File: config.mk
export PLATFORM = sky130hd
export DESIGN_NAME = viterbi_frame_sched
export DESIGN_NICKNAME = d
export VERILOG_FILES = /design/src/rtl/viterbi_frame_sched.sv
export SDC_FILE = /design/constraint.sdc
export NUM_CORES = 1
export LEC_CHECK = 0
export BUFFER_PORTS_ARGS = -buffer_cell sky130_fd_sc_hd__buf_2
export CAP_MARGIN = 0
export CELL_PAD_IN_SITES_DETAIL_PLACEMENT = 1
export CELL_PAD_IN_SITES_GLOBAL_PLACEMENT = 1
export CORE_MARGIN = 1.5
export CORE_UTILIZATION = 42
export CTS_CLUSTER_SIZE = 10
export DETAILED_ROUTE_END_ITERATION = 12
export GPL_ROUTABILITY_DRIVEN = 0
export PLACE_DENSITY = 0.77
export SLEW_MARGIN = 20
export SYNTH_ARGS = -nofsm -noshare
export SYNTH_HDL_FRONTEND = slang
export SYNTH_SLANG_ARGS = --single-unit
File: constraint.sdc
create_clock -name clk -period 2.2 [get_ports clk]
set_input_delay 0.11 -clock clk [delete_from_list [all_inputs] [get_ports clk]]
set_output_delay 0.11 -clock clk [all_outputs]
set_load 0.03 [all_outputs]
File: src/rtl/viterbi_frame_sched.sv
// viterbi_frame_sched: shares one free-running Viterbi decoder between NCH
// channels, one whole frame at a time, granted in round-robin order. Each
// frame is clear (IDLE) -> FRAME_LEN symbol pairs (RUN) -> DRAIN zero pairs,
// and the decoded bits coming back are tagged with the granted channel.
module viterbi_frame_sched #(
    parameter int NCH       = 2,
    parameter int FRAME_LEN = 64,
    parameter int DRAIN     = 8,
    parameter int DEC_LAT   = 8,
    localparam int CW       = (NCH > 1) ? $clog2(NCH) : 1,
    localparam int CNTW     = $clog2(FRAME_LEN + DRAIN + DEC_LAT) + 1
) (
    input  logic             clk,
    input  logic             rst,
    input  logic [NCH-1:0]   ch_req,
    input  logic [2*NCH-1:0] ch_code,
    input  logic [NCH-1:0]   ch_valid,
    output logic [NCH-1:0]   ch_ready,
    output logic             dec_clr,
    output logic [1:0]       dec_code,
    input  logic             dec_out,
    output logic             out_bit,
    output logic             out_valid,
    output logic [CW-1:0]    out_ch,
    output logic             frame_done,
    output logic             underrun,
    output logic             busy
);

    typedef enum logic [1:0] {
        S_IDLE,
        S_RUN,
        S_DRAIN
    } state_t;

    // Offsets are counted from the first RUN cycle and run through DRAIN.
    localparam logic [CNTW-1:0] RUN_LAST   = CNTW'(FRAME_LEN - 1);
    localparam logic [CNTW-1:0] DRAIN_LAST = CNTW'(FRAME_LEN + DRAIN - 1);
    localparam logic [CNTW-1:0] CAP_FIRST  = CNTW'(DEC_LAT);
    localparam logic [CNTW-1:0] CAP_LAST   = CNTW'(DEC_LAT + FRAME_LEN - 1);

    state_t          state;
    logic [CW-1:0]   gnt;
    logic [CW-1:0]   rr_ptr;
    logic [CNTW-1:0] cnt;

    logic            pick_found;
    logic [CW-1:0]   pick_idx;
    logic [CW-1:0]   rr_next;
    logic [CW:0]     cand;
    logic [CW:0]     nxt;
    logic [1:0]      sel_code;
    logic            sel_valid;

    // Round-robin arbiter: first requester at or after rr_ptr, wrapping mod NCH.
    always_comb begin
        pick_found = 1'b0;
        pick_idx   = '0;
        cand       = '0;
        for (int i = 0; i < NCH; i++) begin
            cand = {1'b0, rr_ptr} + (CW+1)'(i);
            if (cand >= (CW+1)'(NCH)) begin
                cand = cand - (CW+1)'(NCH);
            end
            if (!pick_found && ch_req[cand[CW-1:0]]) begin
                pick_found = 1'b1;
                pick_idx   = cand[CW-1:0];
            end
        end
        nxt = {1'b0, pick_idx} + (CW+1)'(1);
        if (nxt == (CW+1)'(NCH)) begin
            nxt = '0;
        end
        rr_next = nxt[CW-1:0];
    end

    // Select the granted channel's symbol pair and its valid flag.
    always_comb begin
        sel_code  = 2'b00;
        sel_valid = 1'b0;
        for (int k = 0; k < NCH; k++) begin
            if (gnt == CW'(k)) begin
                sel_code  = ch_code[2*k +: 2];
                sel_valid = ch_valid[k];
            end
        end
    end

    // A missing symbol still consumes a decoder cycle, so it is fed as zeros.
    assign dec_code = (state == S_RUN && sel_valid) ? sel_code : 2'b00;

    // Frame FSM with registered control outputs and decoded-bit capture.
    always_ff @(posedge clk or posedge rst) begin
        if (rst) begin
            state      <= S_IDLE;
            gnt        <= '0;
            rr_ptr     <= '0;
            cnt        <= '0;
            ch_ready   <= '0;
            dec_clr    <= 1'b1;
            busy       <= 1'b0;
            underrun   <= 1'b0;
            out_bit    <= 1'b0;
            out_valid  <= 1'b0;
            out_ch     <= '0;
            frame_done <= 1'b0;
        end else begin
            case (state)
                S_IDLE: begin
                    if (pick_found) begin
                        state    <= S_RUN;
                        gnt      <= pick_idx;
                        rr_ptr   <= rr_next;
                        cnt      <= '0;
                        underrun <= 1'b0;
                        ch_ready <= NCH'(1) << pick_idx;
                        dec_clr  <= 1'b0;
                        busy     <= 1'b1;
                    end
                end
                S_RUN: begin
                    cnt <= cnt + CNTW'(1);
                    if (!sel_valid) begin
                        underrun <= 1'b1;
                    end
                    if (cnt == RUN_LAST) begin
                        state    <= S_DRAIN;
                        ch_ready <= '0;
                    end
                end
                S_DRAIN: begin
                    cnt <= cnt + CNTW'(1);
                    if (cnt == DRAIN_LAST) begin
                        state   <= S_IDLE;
                        dec_clr <= 1'b1;
                        busy    <= 1'b0;
                    end
                end
                default: begin
                    state    <= S_IDLE;
                    ch_ready <= '0;
                    dec_clr  <= 1'b1;
                    busy     <= 1'b0;
                end
            endcase

            if (state != S_IDLE && cnt >= CAP_FIRST && cnt <= CAP_LAST) begin
                out_bit    <= dec_out;
                out_ch     <= gnt;
                out_valid  <= 1'b1;
                frame_done <= (cnt == CAP_LAST);
            end else begin
                out_valid  <= 1'b0;
                frame_done <= 1'b0;
            end
        end
    end

endmodule

==> flow_summary.json, run 1 <==
{
  "yosysSeqAreaShare_pct": 41.11,
  "hold_path.class": "in2reg",
  "crit_fanout": 6,
  "fin_area_mm2": 0.001430,
  "layout-drive-gt1-share_pct": 22.58,
  "root_buffer": "clkbuf_4",
  "dp_hpwl_um": 2399,
  "violations": "design-rule violations",
  "synth_top_area_share_pct": 39.06,
  "finalPower_uw": 1841,
  "antenna_found_initial": 0,
  "ys_types": 40,
  "path_clk_slew_ns": 0.12,
  "irDropWorstVdd_mv": 0.6681,
  "std_cell_rows": 19,
  "grt_max_degree": 22,
  "synthArstFlopShare_pct": 100.0,
  "die_w_um": 58.23,
  "outcome": "finished with violations",
  "min_period_ns": 1.923,
  "rsz0062_at_grt": "no",
  "grt_usage_pct": 21.65,
  "slowest_stage": "dfrtp_1",
  "synth-seq-cells": 21,
  "area_delta_synth_final_pct": 11.62,
  "placed_cell_area_mm2": 0.001394,
  "num-fill-cells": 348,
  "cts.sinks": 21,
  "cts_setup_buffers": 0,
  "cp.arrival_ns": 2.13,
  "start_util_pct": 45.29,
  "ys.warnings.count": 0,
  "slew_headroom_pct": 45.79,
  "critPathMaxStageDelay_ns": 0.44,
  "nets": 172,
  "first_pass_iters": 8,
  "wl_per_cell_um": 17.40,
  "antenna_cells": 0,
  "post-route-drc-count": 1,
  "die_area_mm2": 0.003391,
  "avgSynthCellArea_um2": 9.491,
  "leakage_uw": 0.0006389,
  "clock_path_buffers": 2,
  "syn_nets": 151,
  "multiInputGateArea_um2": 663.1,
  "end_kind": "flip-flop",
  "crit_type": "reg2reg",
  "num_vias": 1098,
  "fin_crit_sh_pct": 87.41,
  "synth_area_leaders": "dfrtp_1 (39%), ha_1 (4.9%), o21ai_0 (3.5%)",
  "synth_ff_type": "dfrtp_1",
  "drtAntennaViolNets": 0,
  "grt_pass1_wl_um": 5547,
  "synth_top_cell_by_area": "dfrtp_1",
  "die_height_um": 58.23,
  "vias_per_cell": 5.903,
  "insertion_delay_ns": 0.31,
  "globalRouteOverflowTotal": 0,
  "setup_viol": 0,
  "synthCells": 135,
  "cts-htree-levels": 1,
  "grt_pass1_vias": 1133,
  "portBuffers": 21,
  "max_freq_mhz": 520.0,
  "wl_um": 3237,
  "cts_buffers": 3,
  "crit_chain": "ha_1 > nand4b_1 > o41ai_2 > nand2_2 > mux2_1",
  "io_pins": 22,
  "seq_area_um2": 526.8,
  "cts_tree": "done",
  "finalHoldViolCount": 0,
  "drv_cap": 0,
  "core_mm2": 0.002829,
  "powerDensity_mw_per_mm2": 1287,
  "drt_iter0_markers": 27,
  "maxSlewViolCount": 0,
  "synth_edf_count": 0,
  "start_kind": "flip-flop",
  "fin_tns_setup_ns": 0,
  "required_ns": 2.41,
  "syn_area_mm2": 0.001281,
  "skew_ns": 0.004148,
  "tightest_slew_ns": 0.8122
}
==> kinds of logic (layout without fill, tap and decap cells) <==
family | count (synthesis) | count (layout) | share of synthesized area, %
xor gates and xnor gates | 5 | 5 | 3.418
AOI/OAI and AO/OA | 34 | 34 | 19.43
adders and majority gates | 5 | 5 | 4.883
DFF | 21 | 21 | 41.11
buffers and inverters | 19 | 39 | 7.129
and+or+nand+nor | 44 | 44 | 18.16
muxes | 7 | 7 | 5.859
==> cell type report <==
class / instances / share of cell area (%)
multi-input cells: 95 / 46.37
repair buffers: 25 / 9.624
flip-flops and latches: 21 / 36.83
clock buffers: 4 / 1.837
inverters: 10 / 2.625
well taps: 31 / 2.712
==> power by group <==
group          internal (µW)  switching [µW]
sequential               531             149
clock                   70.9             125
combinational            368             596
total                    970             871
==> worst max-delay path: cells and delay by family (launching register included) <==
kind	cells	cell delay, ns
DFF	1	0.44
muxes	1	0.33
AOI/OAI and AO/OA	1	0.44
and+or+nand+nor	2	0.30
adders and majority gates	1	0.30
==> per-layer routing <==
| layer | track usage (%) | share of wire (%) | up-vias |
|---|---|---|---|
| met4 | 5.980 | 0.90 | 0 |
| met2 | 39.12 | 52 | 20 |
| met1 | 27.00 | 45 | 560 |
| met3 | 2.679 | 2.4 | 4 |
| li1 | - | - | 514 |
| met5 | 0 | 0 | - |
==> metrics by stage <==
stage                     cells  hold slack, ns  setup slack [ns]  utilization (%)
after global placement      181          0.2970            0.4068            49.27
after global routing        186         0.02025            0.1145            50.55
after floorplan             135         0.08579            0.5789                -
after detailed placement    181          0.3066            0.3156            49.27
after CTS                   186        0.006195            0.2769            50.55
final                       186       0.0002269            0.2771            50.55
==> placed cells by master (no fill, tap or decap), drive strengths merged, types with 2 or more instances in the layout <==
| master | n |
|---|---|
| ha | 5 |
| mux2i | 3 |
| clkbuf | 4 |
| and2 | 2 |
| nand2 | 10 |
| inv | 10 |
| nor2 | 11 |
| a32oi | 2 |
| a31oi | 5 |
| nor3 | 5 |
| buf | 24 |
| o41ai | 2 |
| mux2 | 4 |
| xnor2 | 4 |
| dfrtp | 20 |
| nor3b | 2 |
| nor2b | 2 |
| nand3 | 5 |
| o21ai | 10 |
| a21oi | 7 |
| o211ai | 3 |
==> cells in the mapped netlist, types with 2 or more instances <==
cell and instances:
clkbuf_1 2, and2_1 2, a32oi_1 2, nand3_1 5, nor3b_1 2, inv_1 10
buf_4 2, o21ai_0 9, o211ai_1 3, nand2_1 9, mux2_1 4, buf_2 4
mux2i_1 3, a31oi_1 5, nor2b_1 2, nor3_1 5, nor2_1 11, xnor2_1 4
a21oi_1 7, ha_1 5, dfrtp_1 20
==> sequential cells by signal (all words and copies together), names as in the netlist <==
register	flops
busy	1
ch_ready	2
cnt	8
dec_clr	1
frame_done	1
gnt	1
out_bit	1
out_ch	1
out_valid	1
rr_ptr	1
state	2
underrun	1
==> path summary, 6_finish.rpt <==
| path | from | to | slack [ns] | cells past startpoint |
|---|---|---|---|---|
| max | cnt[0] | busy | 0.28 | 5 |
| min in group asynchronous | rst | out_bit | 0.48 | 3 |
| max reg2reg | cnt[0] | busy | 0.28 | 5 |
| max in group asynchronous | rst | ch_ready[1] | 1.22 | 3 |
| min | dec_out | out_bit | 0.0002 | 2 |
| min reg2reg | ch_ready[1] | ch_ready[1] | 0.53 | 1 |
==> what timing repair did <==
action,CTS,global route
hold buffers,1,0
resized for setup,0,0
endpoints found under the hold margin,20,0
Note: power is estimated with default switching activity, not from simulation.
==> run 2: changes to the inputs <==
--- a/config.mk
+++ b/config.mk
@@ -9,7 +9,6 @@
 export CAP_MARGIN = 0
 export CELL_PAD_IN_SITES_DETAIL_PLACEMENT = 1
 export CELL_PAD_IN_SITES_GLOBAL_PLACEMENT = 1
-export CORE_MARGIN = 1.5
 export CORE_UTILIZATION = 42
 export CTS_CLUSTER_SIZE = 10
 export DETAILED_ROUTE_END_ITERATION = 12
==> flow_summary.json, run 2 (synthesized netlist as in run 1, its figures left out) <==
{
  "outcome": "finished with violations",
  "violations": "design-rule violations",
  "die_w_um": 57.23,
  "fin_area_mm2": 0.001441,
  "wl_um": 3103,
  "core_mm2": 0.002829,
  "die_area_mm2": 0.003275,
  "dp_hpwl_um": 2323,
  "wl_per_cell_um": 16.59,
  "cts_setup_buffers": 0,
  "root_buffer": "clkbuf_4",
  "grt_usage_pct": 21.75,
  "cts_buffers": 3,
  "drtAntennaViolNets": 0,
  "crit_fanout": 11,
  "largest_register_ffs": 8,
  "tightest_slew_ns": 0.8060,
  "io_pins": 22,
  "cp.arrival_ns": 2.10,
  "drt_iter0_markers": 17,
  "final_core_util_pct": 50.95,
  "grt_max_degree": 22,
  "fin_crit_sh_pct": 85.79,
  "insertion_delay_ns": 0.32,
  "std_cell_rows": 19,
  "die_height_um": 57.23,
  "first_pass_iters": 8,
  "powerDensity_mw_per_mm2": 1266,
  "post-route-drc-count": 1,
  "critPathMaxStageDelay_ns": 0.43,
  "r2r_slack_ns": 0.31,
  "vias_per_cell": 5.701,
  "path_clk_slew_ns": 0.13,
  "largest-register": "cnt",
  "antenna_cells": 0,
  "rsz0062_at_grt": "no",
  "area_delta_synth_final_pct": 12.50,
  "crit_type": "reg2reg",
  "maxSlewViolCount": 0,
  "max_freq_mhz": 529.9,
  "setup_viol": 0,
  "grt_pass1_wl_um": 5513,
  "start_util_pct": 45.29,
  "min_period_ns": 1.887,
  "crit_chain": "inv_1 > ha_1 > o2111ai_1 > nor4b_2 > xnor2_1 > nor2_1",
  "leakage_uw": 0.0006458,
  "finalHoldViolCount": 0,
  "slowest_stage": "dfrtp_1",
  "slew_headroom_pct": 46.21,
  "cts_tree": "done",
  "cts.sinks": 21,
  "seq_area_um2": 526.8,
  "cts-htree-levels": 1,
  "portBuffers": 21,
  "placed_cell_area_mm2": 0.001394,
  "clock_path_buffers": 2,
  "grt_pass1_vias": 1167,
  "path_buf_inv": 1,
  "final_common_cell": "buf_2",
  "antenna_found_initial": 0,
  "layout-drive-gt1-share_pct": 23.08,
  "globalRouteOverflowTotal": 0,
  "irDropWorstVdd_mv": 0.6816,
  "skew_ns": 0.008440,
  "largestRegisters": "cnt x8, ch_ready x2, state x2",
  "fin_tns_setup_ns": 0,
  "required_ns": 2.42,
  "drv_cap": 0,
  "end_kind": "flip-flop",
  "final_cell_mix": "buf_2 (21), dfrtp_1 (20), nor2_1 (11), inv_1 (10)",
  "hold_path.class": "in2reg",
  "nets": 173,
  "path_delay_family": "flip-flops",
  "start_kind": "flip-flop",
  "num-fill-cells": 347,
  "multiInputGateArea_um2": 663.1,
  "num_vias": 1066
}
[run 2: cell count changes in the layout (fill, tap and decap cells not counted), sizes merged]
cell and delta:
clkbuf -1, clkinv +1, dlygate4sd3 +1
[run 2: metrics by stage]
stage	worst slack [ns]	power (µW)	instances	hold slack (ns)
3_3_place_gp	0.4071	1598	181	0.2973
5_1_grt	0.1428	1973	187	0.09107
2_1_floorplan	0.5789	1372	135	0.08579
3_5_place_dp	0.3174	1631	181	0.3095
6_report	0.3127	1825	187	0.07331
4_1_cts	0.3183	1835	187	0.08394
[run 2: worst paths after layout]
check,startpoint,cells after the start,end
min in group asynchronous,rst,3,out_bit
min reg2reg,out_ch,1,out_ch
min,ch_req[1],2,rr_ptr
max,state[1],6,cnt[7]
max in group asynchronous,rst,3,cnt[4]
max reg2reg,state[1],6,cnt[7]
[run 2: area by class of cell]
type                            instances  area share, %
Multi-Input combinational cell         95          46.01
Sequential cell                        21          36.55
Timing Repair Buffer                   26          10.24
Tap cell                               31          2.691
Inverter                               10          2.604
Clock buffer                            3          1.563
Clock inverter                          1         0.3472
[run 2: repair_timing]
item,CTS,global route
hold endpoints to repair,21,0
resized for setup,0,0
hold buffers,2,0
[run 2: per-layer routing]
layer,share of wire (%),global-route usage (%)
met1,46,28.55
met4,2.9,9.059
met5,0,0
met3,1.9,2.268
met2,49,36.64
[run 2: power breakdown]
group	internal, µW	switching, µW	total (µW)	leakage (µW)
combinational	368	587	956	0.000366
clock	68.1	127	195	0.0000177
sequential	531	143	674	0.000263
total	968	857	1820	0.000646
[run 2: worst reg2reg max path: stages, from the launching register on]
cell       delay, ns
dfrtp_1         0.43
inv_1           0.09
ha_1            0.40
o2111ai_1       0.30
nor4b_2         0.34
xnor2_1         0.16
nor2_1          0.06
==> run 3: changes to the inputs <==
--- a/config.mk
+++ b/config.mk
@@ -9,11 +9,12 @@
 export CAP_MARGIN = 0
 export CELL_PAD_IN_SITES_DETAIL_PLACEMENT = 1
 export CELL_PAD_IN_SITES_GLOBAL_PLACEMENT = 1
-export CORE_UTILIZATION = 42
+export CORE_UTILIZATION = 44
+export CTS_BUF_LIST = sky130_fd_sc_hd__clkbuf_2 sky130_fd_sc_hd__clkbuf_4 sky130_fd_sc_hd__clkbuf_8
 export CTS_CLUSTER_SIZE = 10
 export DETAILED_ROUTE_END_ITERATION = 12
 export GPL_ROUTABILITY_DRIVEN = 0
-export PLACE_DENSITY = 0.77
+export PLACE_DENSITY = 0.8
 export SLEW_MARGIN = 20
 export SYNTH_ARGS = -nofsm -noshare
 export SYNTH_HDL_FRONTEND = slang
==> flow_summary.json, run 3 (synthesized netlist as in run 1, its figures left out) <==
{
  "grt_pass1_vias": 1165,
  "largest-register": "cnt",
  "crit_chain": "inv_1 > ha_1 > buf_4 > nor3b_1 > buf_4 > nor4b_2 > xnor2_1 > nor2_1",
  "grt_pass1_wl_um": 5395,
  "placed_cell_area_mm2": 0.001401,
  "cts-htree-levels": 1,
  "required_ns": 2.42,
  "num_vias": 1070,
  "vias_per_cell": 5.691,
  "setup_viol": 0,
  "antenna_found_initial": 0,
  "final_core_util_pct": 52.54,
  "portBuffers": 21,
  "cp_common_cell": "buf_4",
  "rsz0062_at_grt": "no",
  "stdcell_count": 188,
  "io_pins": 22,
  "cts_buffers": 3,
  "path_delay_family": "simple AND/OR/NAND/NOR gates",
  "critPathMaxStageDelay_ns": 0.41,
  "die_area_mm2": 0.003132,
  "drtAntennaViolNets": 0,
  "powerDensity_mw_per_mm2": 1270,
  "final_common_cell": "buf_2",
  "insertion_delay_ns": 0.32,
  "post-route-drc-count": 0,
  "die_w_um": 55.96,
  "largestRegisters": "cnt x8, ch_ready x2, state x2",
  "core_mm2": 0.002758,
  "end_kind": "flip-flop",
  "drt_iter0_markers": 26,
  "tightest_slew_ns": 0.8254,
  "wl_um": 3133,
  "layout-drive-gt1-share_pct": 23.57,
  "cts_setup_buffers": 0,
  "wl_per_cell_um": 16.66,
  "globalRouteOverflowTotal": 0,
  "std_cell_rows": 19,
  "cp.arrival_ns": 2.05,
  "place_inst": 182,
  "root_buffer": "clkbuf_4",
  "die_height_um": 55.96,
  "min_period_ns": 1.824,
  "crit_type": "reg2reg",
  "fin_tns_setup_ns": 0,
  "highest_layer": "met4",
  "area_delta_synth_final_pct": 13.09,
  "outcome": "complete, no violations",
  "path_buf_inv": 3,
  "largest_register_ffs": 8,
  "wl_met1_um": 1459,
  "nets": 174,
  "fin_area_mm2": 0.001449,
  "finalHoldViolCount": 0,
  "finalPower_uw": 1839,
  "path_clk_slew_ns": 0.12,
  "antenna_cells": 0,
  "first_pass_iters": 4,
  "grt_max_degree": 22,
  "wl_met3_um": 75,
  "skew_ns": 0.002740,
  "slowest_stage": "dfrtp_1",
  "start_kind": "flip-flop",
  "hold_buffers": 2,
  "maxSlewViolCount": 0,
  "max_freq_mhz": 548.1,
  "start_util_pct": 46.46,
  "slew_headroom_pct": 44.91,
  "post_cts_resize_count": 0,
  "irDropWorstVdd_mv": 0.8515,
  "fin_crit_sh_pct": 82.93,
  "final_cell_mix": "buf_2 (21), dfrtp_1 (20), nor2_1 (11), inv_1 (10)",
  "dr_wl_met2_um": 1512,
  "dp_hpwl_um": 2325,
  "drv_cap": 0,
  "leakage_uw": 0.0006507,
  "crit_fanout": 10,
  "clock_path_buffers": 2,
  "cts.sinks": 21,
  "grt_usage_pct": 22.19,
  "hold_path.class": "in2reg",
  "cts_tree": "done"
}
[run 3: cell count changes in the layout (fill, tap and decap cells not counted), sizes merged]
cell / before / now
buf: 24 / 25
[run 3: final cells by class]
cell class                 instances  area [µm²]
fill                             339        1309
multi-input combinational         95       663.1
sequential                        21       526.8
timing repair buffer              27       155.1
tap                               31       38.79
inverter                          10       37.54
clock buffer                       3       22.52
clock inverter                     1       5.005
[run 3: worst reg2reg max path: stages (launching register included)]
cell and delay [ns]:
dfrtp_1 0.41, inv_1 0.08, ha_1 0.22, buf_4 0.17, nor3b_1 0.15, buf_4 0.18, nor4b_2 0.30, xnor2_1 0.16
nor2_1 0.05
[run 3: path summary, 6_finish.rpt]
check	from	end	slack, ns	cells past startpoint
min in group asynchronous	rst	out_valid	0.48	3
worst min register to register	out_bit	out_bit	0.51	1
max in group asynchronous	rst	ch_ready[0]	1.21	3
worst max-delay path	state[0]	cnt[7]	0.38	8
worst max register to register	state[0]	cnt[7]	0.38	8
worst min-delay path	ch_req[0]	gnt	0.08	2
[run 3: per-layer routing]
| layer | vias up | GRT usage, % |
|---|---|---|
| li1 | 515 | - |
| met1 | 532 | 27.57 |
| met2 | 16 | 36.73 |
| met3 | 7 | 3.488 |
| met4 | 0 | 12.20 |
| met5 | - | 0 |
[run 3: stage by stage]
stage	worst slack [ns]	hold slack, ns
after floorplan	0.5789	0.08579
after global placement	0.4724	0.2971
after detailed placement	0.3891	0.3188
after CTS	0.3749	0.06901
after global routing	0.2339	0.08557
final	0.3756	0.08079
[run 3: power by group]
group / total (µW) / switching [µW] / internal (µW) / leakage [µW]
clock network: 199 / 131 / 68.3 / 0.0000177
logic: 969 / 593 / 376 / 0.000370
registers: 672 / 140 / 531 / 0.000263
